**src/rtl/random_pkg.sv**
```systemverilog
//------------------------------------------------------------------------------
// Module : random_pkg
// Brief  : Shared LFSR constants and step function for the game's random sources.
// Rev    : 1.0 - initial release
//------------------------------------------------------------------------------
`default_nettype none

package random_pkg;

  localparam int          c_lfsr_w            = 16;
  localparam logic [15:0] c_lfsr_mask         = 16'hB400;
  localparam logic [15:0] c_lfsr_seed_default = 16'hACE1;

  // One Galois right-shift step of x^16+x^14+x^13+x^11+1.
  function automatic logic [c_lfsr_w-1:0] lfsr_next(input logic [c_lfsr_w-1:0] s);
    logic [c_lfsr_w-1:0] n;
    n = s >> 1;
    if (s[0]) n = n ^ c_lfsr_mask;
    return n;
  endfunction

  // The all-zero state is a fixed point, so it can never be used as a seed.
  function automatic logic [c_lfsr_w-1:0] seed_sanitize(input logic [c_lfsr_w-1:0] s);
    return (s == '0) ? {{(c_lfsr_w-1){1'b0}}, 1'b1} : s;
  endfunction

endpackage

`default_nettype wire

```
**src/rtl/random_lfsr.sv**
```systemverilog
//------------------------------------------------------------------------------
// Module : random_lfsr
// Brief  : Free-running 16-bit Galois LFSR with seed load and lockout recovery.
// Rev    : 1.0 - initial release
//------------------------------------------------------------------------------
`default_nettype none

module random_lfsr
  import random_pkg::*;
#(
  parameter logic [15:0] SEED = c_lfsr_seed_default
) (
  input  logic                Clk,
  input  logic                Rst,
  output logic [c_lfsr_w-1:0] state
);

  localparam logic [c_lfsr_w-1:0] c_seed = seed_sanitize(SEED);

  logic [c_lfsr_w-1:0] r_state;

  always_ff @(posedge Clk) begin
    if (Rst) begin
      r_state <= c_seed;
    end else if (r_state == '0) begin
      r_state <= c_seed;
    end else begin
      r_state <= lfsr_next(r_state);
    end
  end

  assign state = r_state;

endmodule

`default_nettype wire

```
**src/rtl/random.sv**
```systemverilog
//------------------------------------------------------------------------------
// Module : random
// Brief  : Latches a (optionally range-mapped) LFSR byte on each rising req.
//          Range mapping is enabled by defining RANDOM_RANGE_EN.
// Rev    : 1.0 - initial release
//------------------------------------------------------------------------------
`default_nettype none

module random
  import random_pkg::*;
#(
  parameter logic [15:0] LFSR_SEED = c_lfsr_seed_default,
  parameter logic [7:0]  NUM_MIN   = 8'd20,
  parameter logic [7:0]  NUM_MAX   = 8'd180
) (
  input  logic       Clk,
  input  logic       Rst,
  input  logic       req,
  output logic [7:0] Num
);

  logic [c_lfsr_w-1:0] w_lfsr;
  logic [7:0]          w_raw;
  logic [7:0]          w_mapped;
  logic                w_req_rise;
  logic                r_req_d;
  logic                w_unused;

  random_lfsr #(
    .SEED (LFSR_SEED)
  ) u_lfsr (
    .Clk   (Clk),
    .Rst   (Rst),
    .state (w_lfsr)
  );

  assign w_raw      = w_lfsr[7:0];
  assign w_req_rise = req & ~r_req_d;

`ifdef RANDOM_RANGE_EN
  localparam logic [8:0] c_span    = {1'b0, NUM_MAX} - {1'b0, NUM_MIN} + 9'd1;
  localparam logic [7:0] c_num_rst = NUM_MIN;

  logic [16:0] w_prod;

  // raw*span >> 8 never exceeds span-1, so the sum stays within NUM_MAX.
  assign w_prod   = {9'd0, w_raw} * {8'd0, c_span};
  assign w_mapped = NUM_MIN + w_prod[15:8];
  assign w_unused = ^{w_prod[16], w_prod[7:0], w_lfsr[15:8]};
`else
  localparam logic [7:0] c_num_rst = 8'd0;

  assign w_mapped = w_raw;
  assign w_unused = ^{w_lfsr[15:8], NUM_MIN, NUM_MAX};
`endif

  always_ff @(posedge Clk) begin
    if (Rst) begin
      r_req_d <= 1'b0;
      Num     <= c_num_rst;
    end else begin
      r_req_d <= req;
      if (w_req_rise) Num <= w_mapped;
    end
  end

endmodule

`default_nettype wire

```
**config.mk**
```make
export PLATFORM = sky130hd
export DESIGN_NAME = random
export DESIGN_NICKNAME = d
export VERILOG_FILES = /design/src/rtl/random_pkg.sv /design/src/rtl/random_lfsr.sv /design/src/rtl/random.sv
export SDC_FILE = /design/constraint.sdc
export NUM_CORES = 1
export LEC_CHECK = 0
export ABC_AREA = 1
export BUFFER_PORTS_ARGS = -buffer_cell sky130_fd_sc_hd__buf_2
export CORE_MARGIN = 8
export CORE_UTILIZATION = 48
export DETAILED_ROUTE_END_ITERATION = 6
export GPL_TIMING_DRIVEN = 0
export PLACE_DENSITY = 0.69
export REMOVE_ABC_BUFFERS = 1
export SYNTH_ARGS = -nofsm -noshare
export SYNTH_HDL_FRONTEND = slang
export SYNTH_SLANG_ARGS = --single-unit
```
**constraint.sdc**
```tcl
create_clock -name Clk -period 1 [get_ports Clk]
set_clock_uncertainty 0.05 [all_clocks]
set_input_delay 0.05 -clock Clk [delete_from_list [all_inputs] [get_ports Clk]]
set_output_delay 0.05 -clock Clk [all_outputs]
set_load 0.05 [all_outputs]
```
## Word-level counts from Yosys, hierarchy flattened

Cells that the tools add are included.

| word-level totals | value |
|---|---|
| register bits | 25 |
| bits in latches | 0 |
| memory bits (writable) | 0 |
| ROM bits | 0 |
| input port bits | 3 |
| logic and storage cells | 9 |
| memories kept | 0 |

| operators by class | value |
|---|---|
| $add $sub $neg | 0 |
| multiply operators | 0 |
| divide/modulo/power cells | 0 |
| magnitude comparators | 0 |
| eq/ne operators | 0 |
| shifts and indexed selects | 0 |
| multiplexer cells | 1 |
| bitwise gates (word level) | 3 |
| reduce and logical (&&, ||, !) cells | 2 |

Operators with widths:

| kind | count |
|---|---|
| zero test 16 bit | 1 |
| two-way mux 16 bit | 1 |
| NOT 3 -> 4 bit | 1 |
| OR reduction 2 bit | 1 |
| bitwise AND 1 bit | 1 |
| NOT 1 bit | 1 |

## Depth between registers and ports, before layout

| logic depth | value |
|---|---|
| word-level depth | 2 |
| gate-level depth with buffers | 7 |
| mapped depth without buffers | 6 |

## Modules after synthesis

Synthesis repeated with hierarchy kept, for this count alone.

| unflattened totals | value |
|---|---|
| cell total of the unflattened synthesis | 114 |
| area total of the unflattened synthesis | 917.1 µm² |

By module, submodules not included:

| module | instances | cells an instance | area each (µm²) | seq. area each (µm²) |
|---|---|---|---|---|
| random_lfsr | 1 | 59 | 539.3 | 320.3 |
| random | 1 | 55 | 377.9 | 180.2 |

## Least setup slack after synthesis

Ideal clock, no wire load.

| timing path | value |
|---|---|
| path kind | reg-to-reg |
| start point | register u_lfsr.r_state[0], in the netlist u_lfsr.state[0] |
| end point | register u_lfsr.r_state[12], in the netlist u_lfsr.state[12] |
| library setup time | 117 ps |
| arrival | 880 ps |
| required time | 833 ps |
| path slack | -47 ps |
| cell stages (with the launch flop) | 8 |
| cells stage by stage | dfxtp_1 buf_6 nor2_4 nand2_2 nor2_4 nand2_4 nand2_8 nor2_2 |

| between the ends | value |
|---|---|
| longest elaborated chain between the ends | 2 |
| elaborated cells on any way between the ends | 3 |
| classes of those cells | mux: 1; reduce/logical: 2 |

RTL lines:

| item | line | text |
|---|---|---|
| start, declared | random_lfsr.sv:20 | `logic [c_lfsr_w-1:0] r_state;` |
| start signal, assigned | random_lfsr.sv:24 | `r_state <= c_seed;` |
| start signal, assigned | random_lfsr.sv:26 | `r_state <= c_seed;` |
| start signal, assigned | random_lfsr.sv:28 | `r_state <= lfsr_next(r_state);` |
| zero test 16 bit | random_lfsr.sv:25 | `end else if (r_state == '0) begin` |
| OR reduction 2 bit (no line) | n/a |  |

Parallel ways exist; a longest one is shown, timed or not.
A chain may end at the register's enable or synchronous reset.

## Worst setup path after layout

| timing path | value |
|---|---|
| start point | register u_lfsr.r_state[6], in the netlist u_lfsr.state[6] |
| end point | register u_lfsr.r_state[8], in the netlist u_lfsr.state[8] |

| between the ends | value |
|---|---|
| longest elaborated chain between the ends | 2 |

RTL lines:

| item | line |
|---|---|
| zero test 16 bit | random_lfsr.sv:25 |
| OR reduction 2 bit (no line) | n/a |

Every way passes these cells.

==> summary.txt <==
Status: complete, but fails checks
Failing checks: negative setup slack
Initial antenna violation count: 0
Xor/xnor share of the synthesized area: 0.0292
Critical path required time: 1.18 ns
Share of cells above drive strength 1: 0.496
Max Slew Vio Count: 0
Ant diodes: 0
Std cell rows: 15
Seq/Total Area, Yosys: 0.556
DRC: 0
Fmax: 901 MHz
Crit-path max cell delay: 0.36 ns
Most frequent cell on the critical path: nor2_2
CP Capture Type: flip-flop
Grt total ovfl: 0
CP bufs+invs: 0
Vias per cell: 4.75
Final core occ: 0.674
Cells after DPL: 127
Simple-Gate Fraction of Synth Area: 0.274
Die Wd: 59.3 um
Setup slack after layout: -0.110 ns
Routed WL: 1880 um
Final hold slack: 0.190 ns
Adder-cell share of the synthesized area: 0
Synth Area per Inst: 9.48 um^2
RSZ-0062 raised after global routing: yes
Slowest CP cell: dfxtp_2
Post-Syn Instances: 95
Period utilisation layout: 1.11
Routed Antenna Nets: 0
Dpl hpwl: 1010 um
CP Cell Sequence: nor2_2 -> nand2_2 -> nor2_4 -> nand2_4 -> nand2_8 -> nor2_2
Mapped Area: 901 um^2
Library cells used by synthesis: 16
Clock sink total: 25
Via count: 675
CTS HTree Levels: 1
YS warnings: 0
Area Growth Syn to Fin: 30.6%
Gr usage total: 0.104
Worst rel slew slack: 0.608
Design area: 1180 um^2
Synth Register Bits: 25
Worst skew pair latency: 0.33 ns
Worst min-delay path class: in2reg
Area after DPL: 952 um^2
Clock Tree Buf Depth: 2
Largest net degree at the start of global routing: 18
Power per standard cell area: 1630 nW/um^2
Kind of critical path: reg2reg
WL/cell: 13.2 um
Core Area: 1750 um^2
Vias in the first global route: 633
Lkg Pwr: 0.508 nW
First-pass GRT wire length: 2730 um
Fin cells: 142
# IOs: 11
Max Cap Viol: 0
Starting Density: 0.516
Multiplexer share of the synthesized area: 0
Die height: 59.3 um
Crit start category: flip-flop
Crit-path leading delay family: simple AND/OR/NAND/NOR gates
Peak VDD IR: 1.17 mV
NumNets Final: 121
Drt first pass iters: 4
CTS tree: done
Tmin final: 1.11 ns
I/O Buffers: 10
Pre-CTS setup slack: -0.357 ns
Fraction of the mapped netlist area in compound gates: 0.0667
Worst-Margin Slew: 0.587 ns
Total CTS buffers: 3
Crit path arrival time: 1.29 ns
Final setup vio count: 18
Clk slew on worst S/H paths: 0.15 ns
RePlAce Congestion: 0.702
Final hold violation count: 0
Die ar.: 3520 um^2
Power Total: 1.92 mW
Largest family of logic cells by synthesized area: simple AND/OR/NAND/NOR gates
Crit-path max FO: 8
Starting DRC count in detailed routing: 9
Root Buffer Master: clkbuf_4
Final TNS setup: -1.14 ns
-- worst reg2reg max path, cell delays in order, from the launching register on --
cell and delay, ns:
dfxtp_2 0.36, nor2_2 0.12, nand2_2 0.07, nor2_4 0.14, nand2_4 0.10, nand2_8 0.12
nor2_2 0.04
-- registers in the layout, indices dropped and copies added (netlist names) --
register	flops
u_lfsr.state	16
Num	8
r_req_d	1
-- path summary, 6_finish.rpt --
check	start	slack, ns	depth (start not counted)	to
worst min-delay path	req	0.19	5	Num[2]
worst min register to register	u_lfsr.state[10]	0.40	2	u_lfsr.state[9]
worst max-delay path	u_lfsr.state[6]	-0.11	6	u_lfsr.state[8]
worst max register to register	u_lfsr.state[6]	-0.11	6	u_lfsr.state[8]
-- logic make-up (layout without fill, tap and decap cells) --
logic type,count (synthesis),in the layout
compound gates,12,12
xor+xnor,3,3
simple gates,42,43
flops,25,25
buf+inv,13,34
-- area by class of cell --
type	instances	area (um^2)
Clock buffer	3	22.5
Clock inverter	1	7.51
Fill cell	154	569
Inverter	10	37.5
Multi-Input combinational cell	58	364
Sequential cell	25	522
Tap cell	25	31.3
Timing Repair Buffer	20	191
-- what timing repair did --
item                                    CTS  global route
buffers inserted                          3             5
endpoints found under the setup margin   32            31
pin swaps                                 6            10
hold endpoints to repair                  1             0
gates cloned                              1             0
resized for setup                        16            27
hold buffers                              2             0
-- synth_stat cells (all sizes together) --
cell,number,area (um^2)
a21oi,4,20.0
nand3b,6,45.0
buf,3,30.0
nand3,2,10.0
nor2,28,143
nand2,6,48.8
dfxtp,25,500
inv,10,37.5
xnor2,3,26.3
o21ai,8,40.0
-- routing by layer --
layer	GRT usage	vias up	wire length, um
li1	-	341	-
met1	0.111	317	829
met2	0.173	15	937
met3	0.0477	2	95
met4	0.0410	0	14
met5	0	-	0
-- where the power goes --
group / total [mW] / leakage, nW / switching (mW) / internal (mW)
Clock: 0.462 / 0.0139 / 0.309 / 0.153
Combinational: 0.336 / 0.285 / 0.194 / 0.142
Sequential: 1.12 / 0.210 / 0.0494 / 1.08
-- placed cells by master (no fill, tap or decap), drive strengths merged, types with 3 or more instances in the layout --
cell     n
a21oi    4
buf     18
clkbuf   3
dfxtp   25
inv     10
nand2    7
nand3b   6
nor2    28
o21ai    8
xnor2    3
No activity file was read; power rests on OpenSTA's default activity.
